**config.mk**
```make
export PLATFORM = sky130hd
export DESIGN_NAME = led_drv
export DESIGN_NICKNAME = d
export VERILOG_FILES = /design/src/rtl/led_drv_pkg.sv /design/src/rtl/led_drv_pwm.sv /design/src/rtl/led_drv.sv
export SDC_FILE = /design/constraint.sdc
export NUM_CORES = 1
export LEC_CHECK = 0
export CORE_MARGIN = 8
export CORE_UTILIZATION = 61
export DETAILED_ROUTE_END_ITERATION = 8
export PLACE_DENSITY = 0.81
export SETUP_SLACK_MARGIN = 0.1
export SKIP_CTS_REPAIR_TIMING = 1
export SYNTH_ARGS = -nofsm -noshare
export SYNTH_HDL_FRONTEND = slang
export SYNTH_HIERARCHICAL = 1
export SYNTH_SLANG_ARGS = --single-unit
```
**constraint.sdc**
```tcl
create_clock -name clk -period 3.8 [get_ports clk]
set_clock_uncertainty 0.05 [all_clocks]
set_input_delay 0.76 -clock clk [delete_from_list [all_inputs] [get_ports clk]]
set_output_delay 0.76 -clock clk [all_outputs]
set_load 0.005 [all_outputs]
```
**src/rtl/led_drv_pkg.sv**
```systemverilog
// Board I/O package: LED mode encoding and activity-FSM states shared by the LED drivers.
package led_drv_pkg;

    typedef enum logic [1:0] {
        LED_OFF   = 2'd0,
        LED_ON    = 2'd1,
        LED_BLINK = 2'd2,
        LED_ACT   = 2'd3
    } led_mode_t;

    typedef enum logic [1:0] {
        IDLE = 2'd0,
        SHOW = 2'd1,
        GAP  = 2'd2
    } led_act_state_t;

    function automatic int unsigned max_u(input int unsigned a, input int unsigned b);
        return (a > b) ? a : b;
    endfunction

endpackage

```
**src/rtl/led_drv_pwm.sv**
```systemverilog
// Free-running 4-bit clk-rate PWM gate used to dim an LED when LED_DRV_DIM_EN is defined.
module led_pwm (
    input  logic       clk,
    input  logic       arst_n,
    input  logic [3:0] i_duty,
    output logic       o_on
);

    logic [3:0] r_cnt;

    always_ff @(posedge clk or negedge arst_n) begin
        if (!arst_n) begin
            r_cnt <= 4'd0;
        end else begin
            r_cnt <= r_cnt + 4'd1;
        end
    end

    // Full scale is special-cased so duty 15 is solid on rather than 15/16.
    assign o_on = (i_duty == 4'hF) | (r_cnt < i_duty);

endmodule

```
**src/rtl/led_drv.sv**
```systemverilog
// Single board LED driver: OFF / ON / BLINK / ACTIVITY-stretch modes timed by the 1 ms tick.
// Optional PWM dimming (extra duty input) is enabled by defining LED_DRV_DIM_EN.
module led_drv
    import led_drv_pkg::*;
#(
    parameter logic        ACTIVE           = 1'b1,
    parameter int unsigned STRETCH_TICKS    = 50,
    parameter int unsigned GAP_TICKS        = 50,
    parameter int unsigned BLINK_HALF_TICKS = 250
) (
    input  logic       clk,
    input  logic       arst_n,
    input  logic       tick_ms,
    input  logic [1:0] mode,
    input  logic       evt,
`ifdef LED_DRV_DIM_EN
    input  logic [3:0] duty,
`endif
    output logic       led
);

    localparam int unsigned ACT_W = $clog2(max_u(STRETCH_TICKS, GAP_TICKS) + 1);
    localparam int unsigned BLK_W = $clog2(BLINK_HALF_TICKS + 1);

    localparam logic [ACT_W-1:0] STRETCH_LAST = ACT_W'(STRETCH_TICKS - 1);
    localparam logic [ACT_W-1:0] GAP_LAST     = ACT_W'(GAP_TICKS - 1);
    localparam logic [BLK_W-1:0] BLINK_LAST   = BLK_W'(BLINK_HALF_TICKS - 1);

    led_mode_t      w_mode;
    led_mode_t      r_mode;
    logic           r_evt;
    logic           w_evt_rise;
    logic           w_blink_entry;

    logic [BLK_W-1:0] r_blink_cnt;
    logic             r_phase;

    led_act_state_t   r_state;
    led_act_state_t   w_state_nxt;
    logic [ACT_W-1:0] r_act_cnt;
    logic [ACT_W-1:0] w_act_cnt_nxt;
    logic             r_pend;
    logic             w_pend_nxt;

    logic w_lit;
    logic w_lit_eff;
    logic r_led;

    assign w_mode        = led_mode_t'(mode);
    assign w_evt_rise    = evt & ~r_evt;
    assign w_blink_entry = (w_mode == LED_BLINK) && (r_mode != LED_BLINK);

    always_ff @(posedge clk or negedge arst_n) begin
        if (!arst_n) begin
            r_mode <= LED_OFF;
            r_evt  <= 1'b0;
        end else begin
            r_mode <= w_mode;
            r_evt  <= evt;
        end
    end

    // Blink counter is only touched in BLINK; it is re-armed on every entry.
    always_ff @(posedge clk or negedge arst_n) begin
        if (!arst_n) begin
            r_blink_cnt <= '0;
            r_phase     <= 1'b1;
        end else if (w_blink_entry) begin
            r_blink_cnt <= '0;
            r_phase     <= 1'b1;
        end else if ((w_mode == LED_BLINK) && tick_ms) begin
            if (r_blink_cnt == BLINK_LAST) begin
                r_blink_cnt <= '0;
                r_phase     <= ~r_phase;
            end else begin
                r_blink_cnt <= r_blink_cnt + 1'b1;
            end
        end
    end

    always_comb begin
        w_state_nxt   = r_state;
        w_act_cnt_nxt = r_act_cnt;
        w_pend_nxt    = r_pend;
        if (w_mode != LED_ACT) begin
            w_state_nxt   = IDLE;
            w_act_cnt_nxt = '0;
            w_pend_nxt    = 1'b0;
        end else begin
            case (r_state)
                IDLE: begin
                    // A tick arriving with the starting event is deliberately not counted.
                    if (w_evt_rise) begin
                        w_state_nxt   = SHOW;
                        w_act_cnt_nxt = '0;
                    end
                end
                SHOW: begin
                    if (w_evt_rise) begin
                        w_pend_nxt = 1'b1;
                    end
                    if (tick_ms) begin
                        if (r_act_cnt == STRETCH_LAST) begin
                            w_state_nxt   = GAP;
                            w_act_cnt_nxt = '0;
                        end else begin
                            w_act_cnt_nxt = r_act_cnt + 1'b1;
                        end
                    end
                end
                GAP: begin
                    if (tick_ms && (r_act_cnt == GAP_LAST)) begin
                        w_act_cnt_nxt = '0;
                        w_pend_nxt    = 1'b0;
                        w_state_nxt   = (r_pend || w_evt_rise) ? SHOW : IDLE;
                    end else begin
                        if (w_evt_rise) begin
                            w_pend_nxt = 1'b1;
                        end
                        if (tick_ms) begin
                            w_act_cnt_nxt = r_act_cnt + 1'b1;
                        end
                    end
                end
                default: begin
                    w_state_nxt   = IDLE;
                    w_act_cnt_nxt = '0;
                    w_pend_nxt    = 1'b0;
                end
            endcase
        end
    end

    always_ff @(posedge clk or negedge arst_n) begin
        if (!arst_n) begin
            r_state   <= IDLE;
            r_act_cnt <= '0;
            r_pend    <= 1'b0;
        end else begin
            r_state   <= w_state_nxt;
            r_act_cnt <= w_act_cnt_nxt;
            r_pend    <= w_pend_nxt;
        end
    end

    always_comb begin
        w_lit = 1'b0;
        case (w_mode)
            LED_OFF:   w_lit = 1'b0;
            LED_ON:    w_lit = 1'b1;
            LED_BLINK: w_lit = w_blink_entry | r_phase;
            LED_ACT:   w_lit = (r_state == SHOW);
            default:   w_lit = 1'b0;
        endcase
    end

`ifdef LED_DRV_DIM_EN
    logic w_pwm_on;

    led_pwm u_pwm (
        .clk    (clk),
        .arst_n (arst_n),
        .i_duty (duty),
        .o_on   (w_pwm_on)
    );

    assign w_lit_eff = w_lit & w_pwm_on;
`else
    assign w_lit_eff = w_lit;
`endif

    always_ff @(posedge clk or negedge arst_n) begin
        if (!arst_n) begin
            r_led <= ~ACTIVE;
        end else begin
            r_led <= w_lit_eff ? ACTIVE : ~ACTIVE;
        end
    end

    assign led = r_led;

endmodule
```
# Yosys cells after proc, flatten, opt, wreduce, memory -nomap -nowiden
# Index checks and enable logic that the tools add are counted.
[op_classes]
add_sub_neg = 2
multipliers = 0
div = 0
order_cmp = 0
eq_ne = 15
shift = 0
mux = 26
n_bitwise = 4
reduce_logical = 11
[op_table]
columns = ["operator", "n"]
rows = [
  ["$mux W6", 6],
  ["$mux W8", 3],
  ["$pmux W6 S3", 1],
  ["$ne A3 B3 Y1 const B", 4],
  ["$mux W2", 5],
  ["$add A8 B1 Y8 const B", 1],
  ["$eq A8 B8 Y1 const B", 1],
  ["$mux W1", 8],
  ["$add A6 B1 Y6 const B", 1],
  ["$eq A2 B2 Y1 const B", 3],
  ["$eq A6 B6 Y1 const B", 1],
  ["$ne A2 B2 Y1 const B", 3],
  ["$pmux W2 S3", 1],
  ["$eq A2 B1 Y1 const B", 2],
  ["$logic_not A2 Y1", 2],
  ["$ne A4 B4 Y1 const B", 1],
  ["$pmux W1 S4", 1],
  ["$reduce_and A4 Y1", 1],
  ["$reduce_bool A2 Y1", 2],
  ["$logic_and A1 B1 Y1", 3],
  ["$pmux W1 S3", 1],
  ["$reduce_and A3 Y1", 1],
  ["$not A1 Y1", 2],
  ["$reduce_and A2 Y1", 1],
  ["other kinds (3)", 3],
]
[word_totals]
ff_bits = 22
latchBits = 0
ramBits = 0
romBits = 0
inputBits = 6
wordCells = 66
mem_count = 0

# Depth between registers and ports, before layout
[logic_depth]
word_depth = 7
mapped_depth = 6
ltp_nobuf = 6

# Worst setup path before layout
# Ideal clock, no wire load.
[synth_timing]
kind = "input -> register"
from = "input port mode[0]"
to = "register r_phase"
setup_time_ns = 0.085
arrival_ns = 1.601
required_ns = 3.665
path_slack_ns = 2.064
path_stages = 4
path_buffers = 0
cell_sequence = "and2b_4 > o21ai_1 > nor2_4 > mux2_1"
[synth_via]
elab_chain_cells = 4
[synth_rtl]
columns = ["element", "line", "source"]
rows = [
  ["start, declared", "led_drv.sv:14", "input logic [1:0] mode,"],
  ["$eq A2 B2 Y1 (*)", "led_drv.sv:51, led_drv.sv:71", ""],
  ["$logic_and A1 B1 Y1 (on tied branches)", "led_drv.sv:51, led_drv.sv:71", ""],
  ["$reduce_bool A2 Y1 (no source line)", "n/a", ""],
  ["$reduce_and A2 Y1 (no source line)", "n/a", ""],
  ["end signal, assigned", "led_drv.sv:74", "r_phase <= ~r_phase;"],
  ["end, declared", "led_drv.sv:36", "logic r_phase;"],
]
# Mark *: on every way between the ends. The rest lies on a longest branch, timed or not.
# A chain may end at the register's enable or synchronous reset.

# Final worst setup path
[layout_timing]
from = "input port mode[1]"
to = "register r_act_cnt[1]"
[layout_via]
elab_chain_cells = 3
[layout_rtl]
columns = ["element", "line", "source"]
rows = [
  ["$ne A2 B2 Y1 (*)", "led_drv.sv:85", "if (w_mode != LED_ACT) begin"],
  ["$ne A4 B4 Y1 (no source line) or $ne A3 B3 Y1 (tied branches)", "n/a", ""],
  ["$reduce_and A3 Y1 (no source line)", "n/a", ""],
  ["end signal, assigned", "led_drv.sv:141", "r_act_cnt <= w_act_cnt_nxt;"],
  ["end, declared", "led_drv.sv:40", "logic [ACT_W-1:0] r_act_cnt;"],
]
# Marks and branches as above.

==> impl_metrics.toml <==
[pwr]
leakagePower_nw = 0.5789
p_int_mw = 0.3513
power_frac_seq = 0.578
switchingPower_mw = 0.1321
sw_frac_of_total = 0.2733
comb_power_share = 0.155
ir_drop_mv = 0.2145
clock_power_share = 0.267
cellPowerDensity_nw_per_um2 = 331.3

[timing]
hold_violations = 0
slew_violations = 0
max_freq_mhz = 462.3
worst_pin_slew_ps = 986.2
fin_crit_sh = 0.5693
post-route-min-period_ps = 2163
rsz0062_at_grt = "no"
setup_viol = 0
slew_headroom = 0.3404
worst_slack_ps = 1637
fin_tns_setup_ps = 0

[worst_setup_path]
timing.rr.start = "r_state[0]"
r2r_end = "r_state[1]"
crit_required_ps = 3970
crit_type = "input port to flop"
critPathArrivalTime_ps = 2330
start_kind = "input port"
end_kind = "flop"
rrSetupSlack_ps = 1930
cp_max_fo = 8
rr_worst_depth = 6

[finish]
fin_area_um2 = 1459
drive_above_1_share = 0.1691
antenna_cells = 0
fill_cells = 175
area_growth_pct = 9.484
layout.nets = 151

[clock_tree]
clk_latency_ps = 310
clk_path_buf_depth = 2
path_clk_slew_ps = 120
cts_root_buf = "clkbuf_4"
numCtsBuffers = 3
cts_tree = "yes"
cts.sinks = 22
h-tree-depth = 1

[detailed_routing]
first_pass_iters = 4
vias = 1041
drtIter0Drc = 54
ant_nets = 0
via_per_inst = 6.348
drc = 0
routedWlPerCell_um = 16.71
drt-total-wl_um = 2741

[synth]
syn_inst = 127
muxShareOfSynthArea = 0.008451
ys.warnings.count = 6
synthFlopType = "dfrtp_1"
synth-edff-count = 0
yosysUniqueCellTypes = 43
synth_top_family_by_area = "simple AND/OR/NAND/NOR gates"
ys_seq_area_frac = 0.4141
yosys.area_share.simple = 0.2385
syn_area_um2 = 1333
synthArstFlopShare = 1.000
postSynthRegisterBits = 22
synth_xor_area_frac = 0.03944
synth_compound_gate_area_share = 0.2094
syn_nets = 141
yosys.area_share.adder = 0.07512
syn_avg_cell_area_um2 = 10.49

[place]
dpl_cell_area_um2 = 1423
portBuffers = 6
gp_congestion = 0.8005
post-dp-hpwl_um = 2039
post-place-ws_ps = 1363

[status]
status = "completed"

[global_routing]
grt-ovfl-total = 0
grt_pass1_vias = 1088
grt_util_all_layers = 0.1475
grt_max_degree = 23
grt_pass1_wl_um = 4830
antenna_found_initial = 0

[floorplan]
die_area_um2 = 3936
start_util = 0.6203
dieWidth_um = 62.74
coreArea_um2 = 2148
die-height_um = 62.74
num_rows = 17
ioPinCount = 7

[min_path]
worst_hold_path.endpoint = "r_blink_cnt[1]"
hold_depth = 1
min_path_type = "flop to flop"
hold_start = "r_blink_cnt[1]"

[job]
drv_cap = 0
Yosys cell counts, types with 2 or more instances:
master,count,share of area
a21oi_1,3,0.011
nor2_1,11,0.031
o22ai_1,2,0.0094
nand4_1,3,0.014
dfrtp_1,21,0.39
nand3b_1,3,0.017
nand3_1,7,0.026
ha_1,8,0.075
nand2_1,9,0.025
xnor2_1,6,0.039
o2bb2ai_2,3,0.034
a211o_1,2,0.013
a2bb2oi_2,2,0.023
o21ai_0,6,0.023
inv_1,4,0.011
nor3_1,2,0.0075
and3_1,2,0.0094
nor4_1,2,0.0094
nand2b_1,6,0.028
nor3b_2,2,0.019
power by group through the flow:
stage	Clock, mW	Combinational (mW)	Sequential (mW)
2_1_floorplan	0	0.0485	0.277
3_3_place_gp	0	0.0717	0.282
3_5_place_dp	0	0.0746	0.285
4_1_cts	0.134	0.0754	0.279
5_1_grt	0.140	0.0843	0.282
6_report	0.129	0.0748	0.279
flip-flops by register name, summed over array words and instances (netlist names):
register	cells
r_mode	2
r_act_cnt	6
led	1
r_pend	1
r_state	2
r_blink_cnt	8
r_evt	1
r_phase	1
placed cells by master (no fill, tap or decap), types with 2 or more instances in the layout:
cell,instances
a2bb2oi_2,2
o21ai_0,6
nor3_1,2
nand2_1,9
inv_1,4
and3_1,2
nor3b_2,2
clkdlybuf4s50_1,6
xnor2_1,6
dfrtp_1,21
nand3b_1,3
nor4_1,2
o22ai_1,2
o2bb2ai_2,3
a21oi_1,3
clkbuf_4,3
nand2b_1,6
nor2_1,11
nand4_1,3
ha_1,8
a211o_1,2
nand3_1,7
per-layer routing:
layer	GRT usage	wire (µm)	vias up
met5	0	0	-
met4	0.08262	50	0
li1	-	-	484
met1	0.1697	1132	525
met3	0.02509	85	6
met2	0.2523	1473	26
worst max path at each step:
stage	start	endpoint	slack [ps]	cells after the start
3_5_place_dp	mode[1]	r_act_cnt[1]	1360	5
6_report	mode[1]	r_act_cnt[1]	1640	5
2_1_floorplan	mode[0]	r_phase	2060	4
4_1_cts	mode[1]	r_act_cnt[1]	1690	5
5_1_grt	mode[1]	r_act_cnt[4]	1620	5
3_3_place_gp	mode[0]	r_phase	1450	5
through the flow:
step	hold WS [ps]	util	power (mW)	instances
after detailed placement	487.7	0.6622	0.3591	160
after CTS	516.0	0.6791	0.4888	164
final	519.2	0.6791	0.4834	164
after floorplan	414.4	-	0.3259	127
after global routing	536.5	0.6791	0.5065	164
after global placement	487.4	0.6622	0.3535	160
cell families (layout without fill, tap and decap cells):
| logic type | Yosys count | in the layout |
|---|---|---|
| multiplexers | 1 | 1 |
| buffers and inverters | 5 | 14 |
| XOR/XNOR | 6 | 6 |
| AO/OA/AOI/OAI | 30 | 30 |
| flip-flops | 22 | 22 |
| adder cells (fa/ha/maj) | 8 | 8 |
| AND/OR/NAND/NOR | 55 | 55 |
critical path, stage by stage:
cell,delay (ps)
clkdlybuf4s50_1,630
o2111ai_1,240
a41o_2,340
a21o_4,230
o32ai_2,120
cell type report:
cell class              instances  area, µm²  share of cell area
inverters                       4      15.01             0.01029
multi-input cells             100      760.7              0.5214
clock buffers                   4      36.28             0.02487
well taps                      28      35.03             0.02401
repair buffers                  6      60.06             0.04117
flip-flops and latches         22      551.8              0.3782
(Power assumes the default switching activity.)
